$ cat src/rtl/seg7_monitor_if.sv
`default_nettype none
// +----------------------------------------------------------------------------+
// | Module      : seg7_monitor_if                                              |
// | Description : Display-bus bundle between a seven-segment display driver   |
// |               and the seg7_monitor capture block.                          |
// |   seg_n      : active-low segments a..g (bit0 = a)                         |
// |   an_n       : active-low digit enables, one bit per position              |
// |   digits     : decoded 4-bit code per position, position i at [4i+3:4i]    |
// |   valid      : position holds a legal decode (0-9 or blank)               |
// |   upd        : one-cycle pulse per commit                                  |
// |   err        : one-cycle pulse when a commit decodes an illegal pattern    |
// |   frame_done : one-cycle pulse once every position has committed          |
// |   master     : display side (drives pins, observes results)                |
// |   slave      : monitor side                                                |
// | Revision    : 1.0 - initial release                                        |
// +----------------------------------------------------------------------------+
interface seg7_monitor_if #(
  parameter int DIGITS = 4
);
  logic [6:0]          seg_n;
  logic [DIGITS-1:0]   an_n;
  logic [4*DIGITS-1:0] digits;
  logic [DIGITS-1:0]   valid;
  logic                upd;
  logic                err;
  logic                frame_done;

  modport master (
    output seg_n, an_n,
    input  digits, valid, upd, err, frame_done
  );

  modport slave (
    input  seg_n, an_n,
    output digits, valid, upd, err, frame_done
  );
endinterface
`default_nettype wire

$ cat src/rtl/seg7_monitor.sv
`default_nettype none
// +----------------------------------------------------------------------------+
// | Module      : seg7_monitor                                                 |
// | Description : Samples a multiplexed, active-low seven-segment display bus, |
// |               waits for each selected digit to be stable for             |
// |               STABLE_CYCLES synchronized samples, then decodes the segment |
// |               pattern back into a 4-bit code for that position.           |
// | Ports       : clk   - system clock                                         |
// |               rst_n - asynchronous active-low reset                        |
// |               bus   - seg7_monitor_if.slave (pins in, decoded results out) |
// | Revision    : 1.0 - initial release                                        |
// +----------------------------------------------------------------------------+
module seg7_monitor #(
  parameter int DIGITS        = 4,
  parameter int STABLE_CYCLES = 4
) (
  input  logic          clk,
  input  logic          rst_n,
  seg7_monitor_if.slave bus
);

  localparam int IDXW = (DIGITS > 1) ? $clog2(DIGITS) : 1;
  localparam int CW   = $clog2(STABLE_CYCLES + 1);

  localparam logic [CW-1:0]     c_cnt_one  = CW'(1);
  localparam logic [CW-1:0]     c_cnt_last = CW'(STABLE_CYCLES - 1);
  localparam logic [DIGITS-1:0] c_an_one   = DIGITS'(1);
  localparam logic [DIGITS-1:0] c_all_seen = '1;
  localparam logic [3:0]        c_blank    = 4'hF;
  localparam logic [3:0]        c_illegal  = 4'hE;

  typedef enum logic [1:0] {
    ST_IDLE   = 2'd0,
    ST_SETTLE = 2'd1,
    ST_HOLD   = 2'd2
  } state_t;

  // --------------------------------------------------------------------------
  // Two-flop synchronizers; all-ones is the "nothing driven" state
  // --------------------------------------------------------------------------
  logic [6:0]        r_seg_s1, r_seg_s2;
  logic [DIGITS-1:0] r_an_s1,  r_an_s2;

  always_ff @(posedge clk or negedge rst_n) begin
    if (!rst_n) begin
      r_seg_s1 <= '1;
      r_seg_s2 <= '1;
      r_an_s1  <= '1;
      r_an_s2  <= '1;
    end else begin
      r_seg_s1 <= bus.seg_n;
      r_seg_s2 <= r_seg_s1;
      r_an_s1  <= bus.an_n;
      r_an_s2  <= r_an_s1;
    end
  end

  // --------------------------------------------------------------------------
  // Sample interpretation: active-high pattern and one-hot digit select
  // --------------------------------------------------------------------------
  logic [6:0]        w_p;
  logic [DIGITS-1:0] w_an;
  logic              w_sel;
  logic [IDXW-1:0]   w_idx;

  always_comb begin
    w_p   = ~r_seg_s2;
    w_an  = ~r_an_s2;
    // x & (x-1) clears the lowest set bit: zero exactly when one bit is set
    w_sel = (w_an != '0) && ((w_an & (w_an - c_an_one)) == '0);
    w_idx = '0;
    for (int i = 0; i < DIGITS; i++) begin
      if (w_an[i]) w_idx = IDXW'(i);
    end
  end

  function automatic logic [3:0] f_decode(input logic [6:0] p);
    logic [3:0] code;
    case (p)
      7'h3F:   code = 4'h0;
      7'h06:   code = 4'h1;
      7'h5B:   code = 4'h2;
      7'h4F:   code = 4'h3;
      7'h66:   code = 4'h4;
      7'h6D:   code = 4'h5;
      7'h7C:   code = 4'h6;
      7'h27:   code = 4'h7;
      7'h7F:   code = 4'h8;
      7'h67:   code = 4'h9;
      7'h00:   code = c_blank;
      default: code = c_illegal;
    endcase
    return code;
  endfunction

  // --------------------------------------------------------------------------
  // Stability FSM
  // --------------------------------------------------------------------------
  state_t          r_state, w_state_next;
  logic [CW-1:0]   r_cnt,   w_cnt_next;
  logic [IDXW-1:0] r_cur_idx;
  logic [6:0]      r_cur_p;
  logic            w_same;
  logic            w_latch;
  logic            w_commit;

  assign w_same = w_sel && (w_idx == r_cur_idx) && (w_p == r_cur_p);

  always_comb begin
    w_state_next = r_state;
    w_cnt_next   = r_cnt;
    w_latch      = 1'b0;
    w_commit     = 1'b0;
    case (r_state)
      ST_IDLE: begin
        w_cnt_next = '0;
        if (w_sel) begin
          w_latch      = 1'b1;
          w_cnt_next   = c_cnt_one;
          w_state_next = ST_SETTLE;
        end
      end
      ST_SETTLE: begin
        if (!w_sel) begin
          w_cnt_next   = '0;
          w_state_next = ST_IDLE;
        end else if (w_same) begin
          if (r_cnt == c_cnt_last) begin
            // Counter parks at its last value while holding, so it never
            // runs past STABLE_CYCLES-1.
            w_commit     = 1'b1;
            w_state_next = ST_HOLD;
          end else begin
            w_cnt_next = r_cnt + c_cnt_one;
          end
        end else begin
          // Back-to-back change without a blanking gap starts a new run.
          w_latch    = 1'b1;
          w_cnt_next = c_cnt_one;
        end
      end
      ST_HOLD: begin
        if (!w_sel) begin
          w_cnt_next   = '0;
          w_state_next = ST_IDLE;
        end else if (!w_same) begin
          w_latch      = 1'b1;
          w_cnt_next   = c_cnt_one;
          w_state_next = ST_SETTLE;
        end
      end
      default: begin
        w_cnt_next   = '0;
        w_state_next = ST_IDLE;
      end
    endcase
  end

  always_ff @(posedge clk or negedge rst_n) begin
    if (!rst_n) begin
      r_state   <= ST_IDLE;
      r_cnt     <= '0;
      r_cur_idx <= '0;
      r_cur_p   <= '0;
    end else begin
      r_state <= w_state_next;
      r_cnt   <= w_cnt_next;
      if (w_latch) begin
        r_cur_idx <= w_idx;
        r_cur_p   <= w_p;
      end
    end
  end

  // --------------------------------------------------------------------------
  // Commit: decode, per-position write, pulse generation and frame tracking
  // --------------------------------------------------------------------------
  logic [3:0]        w_cur_code;
  logic              w_legal;
  logic [DIGITS-1:0] w_hit;
  logic [DIGITS-1:0] w_seen_or;
  logic              w_frame;
  logic [DIGITS-1:0] r_seen;
  logic              r_upd, r_err, r_frame;

  always_comb begin
    w_cur_code = f_decode(r_cur_p);
    w_legal    = (w_cur_code != c_illegal);
    w_hit      = '0;
    for (int i = 0; i < DIGITS; i++) begin
      w_hit[i] = (r_cur_idx == IDXW'(i));
    end
    // Frame completion includes the position being committed right now.
    w_seen_or = r_seen | w_hit;
    w_frame   = w_commit && (w_seen_or == c_all_seen);
  end

  always_ff @(posedge clk or negedge rst_n) begin
    if (!rst_n) begin
      r_upd   <= 1'b0;
      r_err   <= 1'b0;
      r_frame <= 1'b0;
      r_seen  <= '0;
    end else begin
      r_upd   <= w_commit;
      r_err   <= w_commit && !w_legal;
      r_frame <= w_frame;
      if (w_commit) begin
        r_seen <= w_frame ? '0 : w_seen_or;
      end
    end
  end

  for (genvar gi = 0; gi < DIGITS; gi++) begin : g_pos
    logic [3:0] r_code;
    logic       r_ok;

    always_ff @(posedge clk or negedge rst_n) begin
      if (!rst_n) begin
        r_code <= c_blank;
        r_ok   <= 1'b0;
      end else if (w_commit && w_hit[gi]) begin
        r_code <= w_cur_code;
        r_ok   <= w_legal;
      end
    end

    assign bus.digits[4*gi +: 4] = r_code;
    assign bus.valid[gi]         = r_ok;
  end

  assign bus.upd        = r_upd;
  assign bus.err        = r_err;
  assign bus.frame_done = r_frame;

endmodule
`default_nettype wire

$ cat src/flat_wrapper.sv
// flat-port wrapper written by rule: the top's interface ports become plain ports
module seg7_monitor_flat 
#(
  parameter int DIGITS        = 4,
  parameter int STABLE_CYCLES = 4
)
  (clk, rst_n, bus_seg_n, bus_an_n, bus_digits, bus_valid, bus_upd, bus_err, bus_frame_done);
  seg7_monitor_if #(.DIGITS(DIGITS)) bus_i ();
  input  logic clk;
  input  logic rst_n;
  input wire logic [$bits(bus_i.seg_n)-1:0] bus_seg_n;
  input wire logic [$bits(bus_i.an_n)-1:0] bus_an_n;
  output wire logic [$bits(bus_i.digits)-1:0] bus_digits;
  output wire logic [$bits(bus_i.valid)-1:0] bus_valid;
  output wire logic [$bits(bus_i.upd)-1:0] bus_upd;
  output wire logic [$bits(bus_i.err)-1:0] bus_err;
  output wire logic [$bits(bus_i.frame_done)-1:0] bus_frame_done;
  assign bus_i.seg_n = bus_seg_n;
  assign bus_i.an_n = bus_an_n;
  assign bus_digits = bus_i.digits;
  assign bus_valid = bus_i.valid;
  assign bus_upd = bus_i.upd;
  assign bus_err = bus_i.err;
  assign bus_frame_done = bus_i.frame_done;
  seg7_monitor #(.DIGITS(DIGITS), .STABLE_CYCLES(STABLE_CYCLES)) u_core (.clk(clk), .rst_n(rst_n), .bus(bus_i));
endmodule
$ cat config.mk
export PLATFORM = sky130hd
export DESIGN_NAME = seg7_monitor_flat
export DESIGN_NICKNAME = d
export VERILOG_FILES = /design/src/rtl/seg7_monitor_if.sv /design/src/rtl/seg7_monitor.sv /design/src/flat_wrapper.sv
export SDC_FILE = /design/constraint.sdc
export NUM_CORES = 1
export LEC_CHECK = 0
export BUFFER_PORTS_ARGS = -buffer_cell sky130_fd_sc_hd__buf_2
export CAP_MARGIN = 20
export CORE_MARGIN = 5
export CORE_UTILIZATION = 40
export DETAILED_ROUTE_END_ITERATION = 8
export PLACE_DENSITY = 0.61
export SLEW_MARGIN = 20
export SYNTH_ARGS = -nofsm -noshare
export SYNTH_HDL_FRONTEND = slang
export SYNTH_SLANG_ARGS = --single-unit
$ cat constraint.sdc
create_clock -name clk -period 2.4 [get_ports clk]
set_input_delay 0.48 -clock clk [delete_from_list [all_inputs] [get_ports clk]]
set_output_delay 0.48 -clock clk [all_outputs]
set_load 0.05 [all_outputs]
[Yosys cells after proc, flatten, opt, wreduce, memory -nomap -nowiden]
Cells that the tools add are included.
Cells by class
  add/sub/neg operators: 2
  equality and inequality tests: 25
  mux-type cells: 27
  bitwise gates (word level): 4
  reduce and logical (&&, ||, !) cells: 18
Operator list (count)
  7-bit equality test, second input constant: 7
  4-bit case mux with 11 select lines: 1
  2-bit 2-to-1 mux: 8
  3-bit 2-to-1 mux: 5
  7-bit by 6-bit equality test with 1-bit output, second input constant: 2
  1-bit logical AND: 9
  1-bit 2-to-1 mux: 9
  3-bit != test, second input constant: 3
  3-bit case mux with 3 select lines: 1
  4-bit != test, second input constant: 2
  7-bit by 3-bit equality test with 1-bit output, second input constant: 1
  7-bit equality test: 1
  7-bit logical NOT: 1
  7-bit inverter: 1
  2-bit equality test, second input constant: 3
  2-bit case mux with 3 select lines: 1
  4-bit bitwise AND: 1
  2-bit by 1-bit equality test with 1-bit output, second input constant: 2
  4-bit equality test, second input constant: 1
  2-bit logical NOT: 2
  4-bit logical NOT: 1
  4-bit 2-to-1 mux: 1
  4-bit inverter: 1
  4-bit OR: 1
  other kinds (11): 11
Word-level totals
  flip-flop bits (word level): 63

[Longest topological paths before layout]
Gate-level depths: netlist of run 1.
  depth after elaboration: 12
  gate-level depth with buffers: 8

[Worst setup path after synthesis of run 1]
Ideal clock, no wire load.
  path kind: register to register
  start: register u_core.r_cur_p[1]
  end: register u_core.g_pos[0].r_ok
  setup time: 0.125 ns
  arrival time: 1.967 ns
  required time: 2.275 ns
  slack: 0.308 ns
  cell stages (with the launch flop): 8
  buffers on the path: 1
  cell sequence: dfrtp_1 > buf_6 > or3b_1 > a21oi_2 > o2111a_1 > or4_1 > or2_4 > mux2_2
Between the ends
  cells in the longest elaborated chain, start to end: 6
  elaborated cells on any way between the ends: 19
  those cells by class: eq/ne (12); mux (4); reduce/logical (3)
Ends and longest elaborated chain
  start: declaration: line seg7_monitor.sv:102  | logic [6:0] r_cur_p;
  start signal: assignment: line seg7_monitor.sv:170  | r_cur_p <= w_p;
  parallel branches: the longest is 6 deep, another holds 4-bit case mux with 11 select lines
  end signal: assignment: line seg7_monitor.sv:224  | r_ok <= w_legal;
  end: declaration: line seg7_monitor.sv:216  | logic r_ok;
Parallel ways; which one is timed is not known.
A chain may end at the register's enable or synchronous reset.

[Worst setup path in the final report of run 1]
  start: register u_core.r_cur_p[4]
  end: register u_core.g_pos[1].r_ok
Between the ends
  cells in the longest elaborated chain, start to end: 6
  elaborated cells on any way between the ends: 19
  those cells by class: eq/ne (12); mux (4); reduce/logical (3)
Ends and longest elaborated chain (line)
  parallel branches: the longest is 6 deep, another holds 4-bit case mux with 11 select lines
  end signal: assignment: seg7_monitor.sv:224
  end: declaration: seg7_monitor.sv:216
Parallel ways; which one is timed is not known.

==> flow_metrics.tcl, run 1 <==
set metrics [dict create \
    netlist_top_cells_count "dfstp_2 (38), dfrtp_1 (25), mux2_2 (16)" \
    design.die.area_um2 9260 \
    antenna_found_initial 0 \
    track_usage_pct 13.4 \
    clkLatencyLatePin_ns 0.33 \
    rsz0062_at_grt "false" \
    holdBufCountCts 0 \
    drt-total-wl_um 5510 \
    drt_iter0_markers 64 \
    cts.sinks 63 \
    slew_headroom_pct 59.1 \
    place_inst 368 \
    dp_hpwl_um 3940 \
    ys_ff_latch 63 \
    ir_drop_mv 0.410 \
    hold_class "primary input to async pin" \
    synth.top_cell.area_share_pct 33.6 \
    worst_pin_slew_ns 0.614 \
    skew_ns 0.00377 \
    critPathMaxFanout 12 \
    critPathKind "register to register" \
    cp.arrival_ns 2.48 \
    r2r_slack_ns 0.14 \
    async_flop_share_pct 100 \
    syn_nets 257 \
    nets 300 \
    ys.flop_type "dfstp_2" \
    post-route-min-period_ns 2.26 \
    syn_inst 237 \
    grt_pass1_wl_um 9270 \
    fp.dieW_um 96.2 \
    grt-ovfl-total 0 \
    synth_area_per_cell_um2 12.6 \
    multi_input_area_um2 1210 \
    synth_warnings 0 \
    die_h_um 96.2 \
    critPathRequiredTime_ns 2.62 \
    drcViolationCount 0 \
    fmax_ghz 0.443 \
    finalSetupTns_ns 0 \
    crit_path_end_kind "register" \
    finalSetupViolations 0 \
    start_util_pct 41.0 \
    root_buffer "clkbuf_8" \
    power_uw 3040 \
    layout-drive-gt1-share_pct 45.6 \
    detail-route-antenna-nets 0 \
    wl_per_cell_um 14.4 \
    portBuffers 35 \
    cp-start-kind "register" \
    drv_cap 0 \
    grt_max_degree 37 \
    io_pins 36 \
    synth_area_leaders "dfstp_2 (34%), dfrtp_1 (21%), mux2_2 (6.1%)" \
    fin_cells 384 \
    powerDensity_nw_per_um2 881 \
    finalMaxSlewViolations 0 \
    synth_cell_types 54 \
    clk_pin_slew_ns 0.07 \
    synth_most_common_cell "dfstp_2" \
    mappedNetlistArea_um2 2980 \
    fillCellCount 670 \
    place.gp.congestion 0.803 \
    dpl-instance-area_um2 3280 \
    synth_edf_count 0 \
    post_cts_buffers 0 \
    synth_top_area_cell "dfstp_2" \
    cts_buffer_depth 2 \
    core.rowCount 31 \
    cts_tree "done" \
    drt_first_pass_iters 4 \
    h-tree-depth 3 \
    finalInstanceArea_um2 3450 \
    design.core.area_um2 7250 \
    vias 1895 \
    yosysSeqAreaShare_pct 54.6 \
    first_global_vias 1985 \
    antenna_cells 0 \
    period_share_pct 94.1 \
    finalHoldViolations 0 \
    cts_buffers 9 \
    routed_via_density 4.93 \
    status "complete, no violations" \
    leakagePower_uw 0.00158 \
    area_growth_pct 15.9 \
    seq_area_um2 1620 \
]
[cells by family (layout without fill, tap and decap cells)]
family | Yosys count | in the layout | share of synthesized area (%)
xor gates and xnor gates | 12 | 12 | 3.53
muxes | 32 | 32 | 12.4
and+or+nand+nor | 63 | 63 | 12.8
DFF | 63 | 63 | 54.6
buffers and inverters | 26 | 74 | 4.71
adders and majority gates | 7 | 7 | 2.94
AOI/OAI and AO/OA | 34 | 34 | 8.96
[state kept, by name, indices dropped and copies added, names as in the netlist]
name	flops
u_core.g_pos.r_code	16
u_core.r_cur_p	7
u_core.r_seg_s1	7
u_core.r_seg_s2	7
u_core.g_pos.r_ok	4
u_core.r_an_s1	4
u_core.r_an_s2	4
u_core.r_seen	4
u_core.r_cnt	3
u_core.r_cur_idx	2
u_core.r_state	2
u_core.bus.err	1
u_core.bus.frame_done	1
u_core.bus.upd	1
[cells in the final DEF, fill, tap and decap left out, types with 3 or more instances in the layout]
| master | count |
|---|---|
| o21a_1 | 3 |
| xnor2_1 | 12 |
| ha_1 | 7 |
| o21ai_0 | 3 |
| mux2_2 | 16 |
| nand4_1 | 4 |
| and2_1 | 3 |
| inv_1 | 13 |
| a21boi_0 | 3 |
| dfrtp_1 | 25 |
| clkinv_2 | 3 |
| buf_4 | 7 |
| clkbuf_8 | 10 |
| nor4_1 | 4 |
| dfstp_2 | 38 |
| mux2i_1 | 10 |
| o2111ai_1 | 3 |
| nor2_1 | 10 |
| nor3_1 | 4 |
| buf_2 | 35 |
| nand3_1 | 3 |
| a21oi_1 | 4 |
| nand2b_1 | 6 |
| mux2_4 | 6 |
| nand2_1 | 14 |
[power by group]
| group | switching (uW) | internal, uW |
|---|---|---|
| clock network | 387 | 398 |
| registers | 205 | 1190 |
| logic | 467 | 392 |
[cell type report]
class	instances	share of cell area, %
multi-input cells	148	35.1
inverters	14	1.52
repair buffers	44	7.77
well taps	99	3.59
clock inverters	4	0.653
clock buffers	12	4.21
flip-flops and latches	63	47.1
[what timing repair did]
action,4_1_cts,5_1_grt
hold endpoints to repair,0,0
resized for setup,0,1
setup endpoints to repair,0,4
[critical path, cell delays in order (launching register included)]
cell and delay [ns]:
dfrtp_1 0.56, or3b_1 0.19, a21oi_2 0.06, o2111a_1 0.23, or4_1 0.54, or2_4 0.29
mux2_4 0.26
[worst paths after layout]
path | startpoint | endpoint | cells after the start
worst max-delay path | u_core.r_cur_p[4] | u_core.g_pos[1].r_ok | 6
worst min-delay path | rst_n | u_core.r_cur_p[0] | 1
worst max register to register | u_core.r_cur_p[4] | u_core.g_pos[1].r_ok | 6
worst min register to register | u_core.r_an_s1[3] | u_core.r_an_s2[3] | 0
max in group asynchronous | rst_n | u_core.r_an_s2[0] | 2
min in group clk | bus_an_n[1] | u_core.r_an_s1[1] | 1
[routing by layer]
layer	part of all wire (%)	vias to the layer above	global-route usage, %
li1	-	926	-
met1	45	920	16.2
met2	49	43	21.0
met3	5.0	6	5.24
met4	1.4	0	6.04
met5	0	-	0
[through the flow]
stage	util (%)	hold slack (ns)	worst slack (ns)
after global routing	47.5	0.192	0.0157
after global placement	45.2	0.346	0.200
after floorplan	-	0.184	0.308
after detailed placement	45.2	0.347	0.172
after CTS	47.5	0.157	0.154
final	47.5	0.161	0.141
(Power assumes the default switching activity.)
==> run 2, diff against run 1 <==
--- a/config.mk
+++ b/config.mk
@@ -8,9 +8,9 @@
 export BUFFER_PORTS_ARGS = -buffer_cell sky130_fd_sc_hd__buf_2
 export CAP_MARGIN = 20
 export CORE_MARGIN = 5
-export CORE_UTILIZATION = 40
+export CORE_UTILIZATION = 57
 export DETAILED_ROUTE_END_ITERATION = 8
-export PLACE_DENSITY = 0.61
+export PLACE_DENSITY = 0.78
 export SLEW_MARGIN = 20
 export SYNTH_ARGS = -nofsm -noshare
 export SYNTH_HDL_FRONTEND = slang
==> run 2 against run 1 <==
Global-route usage increased by 4.7 points. Non-clock buffer count grew 2. Sequential cell count did not move. Core utilization rose by 21 points. Hold slack got worse by 0.064 ns. Clock power is 24% higher.
==> flow_metrics.tcl, run 2 (synthesis gave the netlist of run 1 again) <==
set metrics [dict create \
    status "complete, no violations" \
    regMostFlops "u_core.g_pos.r_code" \
    cts_tree "done" \
    layout_common_cells "dfstp_2 (38), buf_2 (35), dfrtp_1 (25), mux2_2 (16), nand2_1 (14)" \
    crit_path_end_kind "register" \
    vias 1897 \
    routed_via_density 5.31 \
    finalSetupViolations 0 \
    pwr-share-comb_pct 27.8 \
    layout-drive-gt1-share_pct 46.3 \
    layout_commonest_cell "dfstp_2" \
    fp.dieW_um 82.3 \
    clk_pin_slew_ns 0.07 \
    critPathRequiredTime_ns 2.62 \
    start_util_pct 58.6 \
    drt_first_pass_iters 5 \
    grt-ovfl-total 0 \
    drv_cap 0 \
    die_h_um 82.3 \
    design.die.area_um2 6770 \
    finalMaxSlewViolations 0 \
    largest_reg_flops 16 \
    p_sw_share_pct 32.2 \
    grt_pass1_wl_um 9050 \
    track_usage_pct 18.1 \
    period_share_pct 94.4 \
    portBuffers 35 \
    clkLatencyLatePin_ns 0.33 \
    skew_ns 0.00842 \
    slew_headroom_pct 47.9 \
    wl_per_cell_um 14.9 \
    leakagePower_uw 0.00161 \
    grt_max_degree 44 \
    drcViolationCount 0 \
    fillCellCount 381 \
    clockPowerShare_pct 30.0 \
    antenna_found_initial 0 \
    cts_buffer_depth 2 \
    area_growth_pct 16.9 \
    worst_pin_slew_ns 0.772 \
    root_buffer "clkbuf_8" \
    fin_util_pct 68.5 \
    dpl-instance-area_um2 3240 \
    nets 302 \
    cts_resized 0 \
    drt_iter0_markers 101 \
    whs_ns 0.0974 \
    finalInstanceArea_um2 3480 \
    fmax_ghz 0.441 \
    first_global_vias 1907 \
    cts.sinks 63 \
    critPathKind "register to register" \
    cp-start-kind "register" \
    cts_buffers 9 \
    antenna_cells 0 \
    power_frac_seq_pct 42.3 \
    post-route-min-period_ns 2.27 \
    place_inst 340 \
    power_uw 3250 \
    io_pins 36 \
    fin_cells 357 \
    hold_class "primary input to async pin" \
    intPower_uw 2210 \
    place.gp.congestion 0.934 \
    detail-route-antenna-nets 0 \
    drt-total-wl_um 5310 \
    finalHoldViolations 0 \
    critPathMaxFanout 10 \
    powerDensity_nw_per_um2 935 \
    core.rowCount 26 \
    design.core.area_um2 5070 \
    ir_drop_mv 0.612 \
    dp_hpwl_um 3800 \
    h-tree-depth 3 \
    cp.arrival_ns 2.49 \
    p_sw_uw 1050 \
]
==> run 2: final cells by class <==
type | count | area [um^2] | area share (%)
clock buffer | 14 | 183 | 5.25
clock inverter | 2 | 37.5 | 1.08
tap | 70 | 87.6 | 2.52
timing repair buffer | 46 | 283 | 8.13
sequential | 63 | 1620 | 46.7
multi-input combinational | 148 | 1210 | 34.8
inverter | 14 | 52.6 | 1.51
==> run 2: path summary, 6_finish.rpt <==
path	start	to	slack (ns)	cells past startpoint
min in group clk	bus_an_n[3]	u_core.r_an_s1[3]	0.24	1
min reg2reg	u_core.r_seg_s1[5]	u_core.r_seg_s2[5]	0.35	0
max	u_core.r_cur_p[1]	u_core.g_pos[3].r_ok	0.13	6
min	rst_n	u_core.r_state[1]	0.1	1
max in group asynchronous	rst_n	u_core.g_pos[1].r_code[3]	1.66	2
max reg2reg	u_core.r_cur_p[1]	u_core.g_pos[3].r_ok	0.13	6
==> run 2: power by group through the flow <==
stage	sequential (uW)	combinational [uW]	clock, uW
2_1_floorplan	1260	817	0
3_3_place_gp	1380	896	0
3_5_place_dp	1390	904	0
4_1_cts	1370	910	1000
5_1_grt	1400	1010	1050
6_report	1380	904	975
==> run 2: stage by stage <==
step	TNS [ns]	setup slack, ns
final	0	0.135
after global routing	-0.00133	-0.00133
after CTS	0	0.0828
after floorplan	0	0.308
after detailed placement	0	0.114
after global placement	0	0.180
==> run 2: critical path: stages (launching register included) <==
cell and delay, ns:
dfrtp_1 0.55, nand3b_1 0.18, a21oi_2 0.07, o2111a_1 0.23
or4_1 0.56, or2_4 0.30, mux2_2 0.26
==> run 2: timing repair <==
| item | in CTS | in global routing |
|---|---|---|
| buffers inserted | 0 | 1 |
| hold buffers | 0 | 0 |
| endpoints found under the setup margin | 0 | 5 |
==> run 2: metal layers <==
metal  global-route usage (%)  wire (um)  vias to the layer above
met1                     24.7       2400                      910
met4                     8.64         53                        0
met5                        0          0                        -
li1                         -          -                      934
met3                     6.40        260                        6
met2                     25.7       2600                       47
==> run 3, diff against run 2 <==
--- a/config.mk
+++ b/config.mk
@@ -5,7 +5,7 @@
 export SDC_FILE = /design/constraint.sdc
 export NUM_CORES = 1
 export LEC_CHECK = 0
-export BUFFER_PORTS_ARGS = -buffer_cell sky130_fd_sc_hd__buf_2
+export BUFFER_PORTS_ARGS = -buffer_cell sky130_fd_sc_hd__clkbuf_2
 export CAP_MARGIN = 20
 export CORE_MARGIN = 5
 export CORE_UTILIZATION = 57
==> run 3 against run 2 <==
Wire length rose by 2.8%. Cell area barely moved. Sequential power about the same. Final cell count unchanged. Global-route usage rose by 0.91 points. Non-clock buffer count is the same. Sequential share of layout area hardly changed. Setup slack lost 0.0055 ns. Clock skew rose by 0.0055 ns. Via count is 1.6% higher. First-iteration DRC count down 24%. Power up 2.2%. Highest routed layer unchanged.
==> flow_metrics.tcl, run 3 (synthesis gave the netlist of run 1 again) <==
set metrics [dict create \
    cts_buffers 9 \
    place.gp.congestion 0.893 \
    cts_tree "done" \
    cts.sinks 63 \
    fmax_ghz 0.440 \
    leakagePower_uw 0.00159 \
    crit_path_end_kind "register" \
    grt_max_degree 64 \
    p_sw_uw 1090 \
    start_util_pct 58.6 \
    crit_chain "or3b_1 -> a21oi_2 -> o2111a_1 -> or4_1 -> or2_4 -> mux2_2" \
    cts_buffer_depth 2 \
    reg2reg_depth 6 \
    pwr-share-comb_pct 27.9 \
    design.die.area_um2 6770 \
    die_h_um 82.3 \
    intPower_uw 2230 \
    post-place-ws_ns 0.135 \
    p_sw_share_pct 32.9 \
    finalSetupViolations 0 \
    drcViolationCount 0 \
    critPathKind "register to register" \
    first_global_vias 1954 \
    layout-drive-gt1-share_pct 47.0 \
    cp-start-kind "register" \
    rr_endpoint "u_core.g_pos[0].r_ok" \
    cp.arrival_ns 2.50 \
    area_growth_pct 17.0 \
    routed_via_density 5.40 \
    layout_commonest_cell "dfstp_2" \
    ir_drop_mv 0.646 \
    hold_class "primary input to async pin" \
    period_share_pct 94.6 \
    grt_pass1_wl_um 9530 \
    critPathRequiredTime_ns 2.62 \
    detail-route-antenna-nets 0 \
    regMostFlops "u_core.g_pos.r_code" \
    largest_reg_flops 16 \
    slowest_delay_ns 0.56 \
    finalSetupTns_ns 0 \
    h-tree-depth 3 \
    root_buffer "clkbuf_8" \
    powerDensity_nw_per_um2 955 \
    track_usage_pct 19.0 \
    whs_ns 0.141 \
    rsz0062_at_grt "false" \
    vias 1927 \
    power_frac_seq_pct 41.3 \
    skew_ns 0.0139 \
    finalHoldViolations 0 \
    antenna_found_initial 0 \
    cp_slowest_cell "or4_1" \
    drt_iter0_markers 77 \
    post-route-min-period_ns 2.27 \
    clkLatencyLatePin_ns 0.34 \
    wl_per_cell_um 15.3 \
    drt-total-wl_um 5460 \
    core.rowCount 26 \
    r2r_slack_ns 0.13 \
    clk_pin_slew_ns 0.08 \
    r2r-start "u_core.r_cur_p[1]" \
    grt-ovfl-total 0 \
    nets 302 \
    critPathMaxFanout 10 \
    slew_headroom_pct 59.4 \
    drt_first_pass_iters 4 \
    antenna_cells 0 \
    worst_pin_slew_ns 0.599 \
    finalMaxSlewViolations 0 \
    clockPowerShare_pct 30.8 \
    setup_slack_ns 0.129 \
    fp.dieW_um 82.3 \
    layout_common_cells "dfstp_2 (38), clkbuf_2 (35), dfrtp_1 (24), mux2_2 (16), nand2_1 (14)" \
    status "complete, no violations" \
    drv_cap 0 \
    dp_hpwl_um 3880 \
    io_pins 36 \
    portBuffers 35 \
    design.core.area_um2 5070 \
]
[run 3: per-layer routing]
| layer | GRT usage [%] | share of wire (%) | up-vias |
|---|---|---|---|
| met5 | 0 | 0 | - |
| met4 | 7.64 | 1.4 | 0 |
| met3 | 6.62 | 4.1 | 7 |
| met2 | 29.1 | 50 | 44 |
| met1 | 24.8 | 45 | 952 |
| li1 | - | - | 924 |
[run 3: final cells by class]
| class | count | area (um^2) |
|---|---|---|
| tap | 70 | 87.6 |
| timing repair buffer | 46 | 270 |
| fill | 382 | 1590 |
| inverter | 14 | 52.6 |
| clock inverter | 5 | 81.3 |
| clock buffer | 11 | 141 |
| sequential | 63 | 1630 |
| multi-input combinational | 148 | 1220 |
[run 3: power by group through the flow]
stage	Combinational (uW)	Clock, uW	Sequential (uW)
2_1_floorplan	817	0	1260
6_report	929	1020	1370
3_5_place_dp	913	0	1380
3_3_place_gp	906	0	1380
4_1_cts	919	1050	1370
5_1_grt	1030	1090	1400
[run 3: worst max-delay path, delay by kind of cell (launching register included)]
family	cells	cell delay [ns]
and+or+nand+nor	3	1.09
muxes	1	0.27
DFF	1	0.50
AOI/OAI and AO/OA	2	0.30
[run 3: stage by stage]
| step | util (%) | power, uW | instances | instance area, um^2 |
|---|---|---|---|---|
| finish | 68.6 | 3320 | 357 | 3480 |
| floorplan | - | 2080 | 237 | 2980 |
| CTS | 68.2 | 3340 | 356 | 3460 |
| detailed placement | 63.8 | 2300 | 340 | 3240 |
| global route | 68.6 | 3520 | 357 | 3480 |
| global placement | 63.8 | 2280 | 340 | 3240 |
[run 3: worst max path at each step]
stage,to,cells past startpoint,startpoint,slack (ns)
after floorplan,u_core.g_pos[0].r_ok,7,u_core.r_cur_p[1],0.31
after global placement,u_core.g_pos[1].r_ok,6,u_core.r_cur_p[1],0.20
after detailed placement,u_core.g_pos[1].r_ok,6,u_core.r_cur_p[1],0.14
after CTS,u_core.g_pos[3].r_code[1],5,u_core.r_cur_p[1],0.12
after global routing,u_core.g_pos[1].r_code[0],7,u_core.r_cur_p[1],0.007
final,u_core.g_pos[0].r_ok,6,u_core.r_cur_p[1],0.13
[run 3: repair_timing]
item                                   4_1_cts  5_1_grt
setup buffers                                0        1
hold buffers                                 0        0
resized for setup                            0        4
setup endpoints to repair                    0        5
endpoints found under the hold margin        0        0
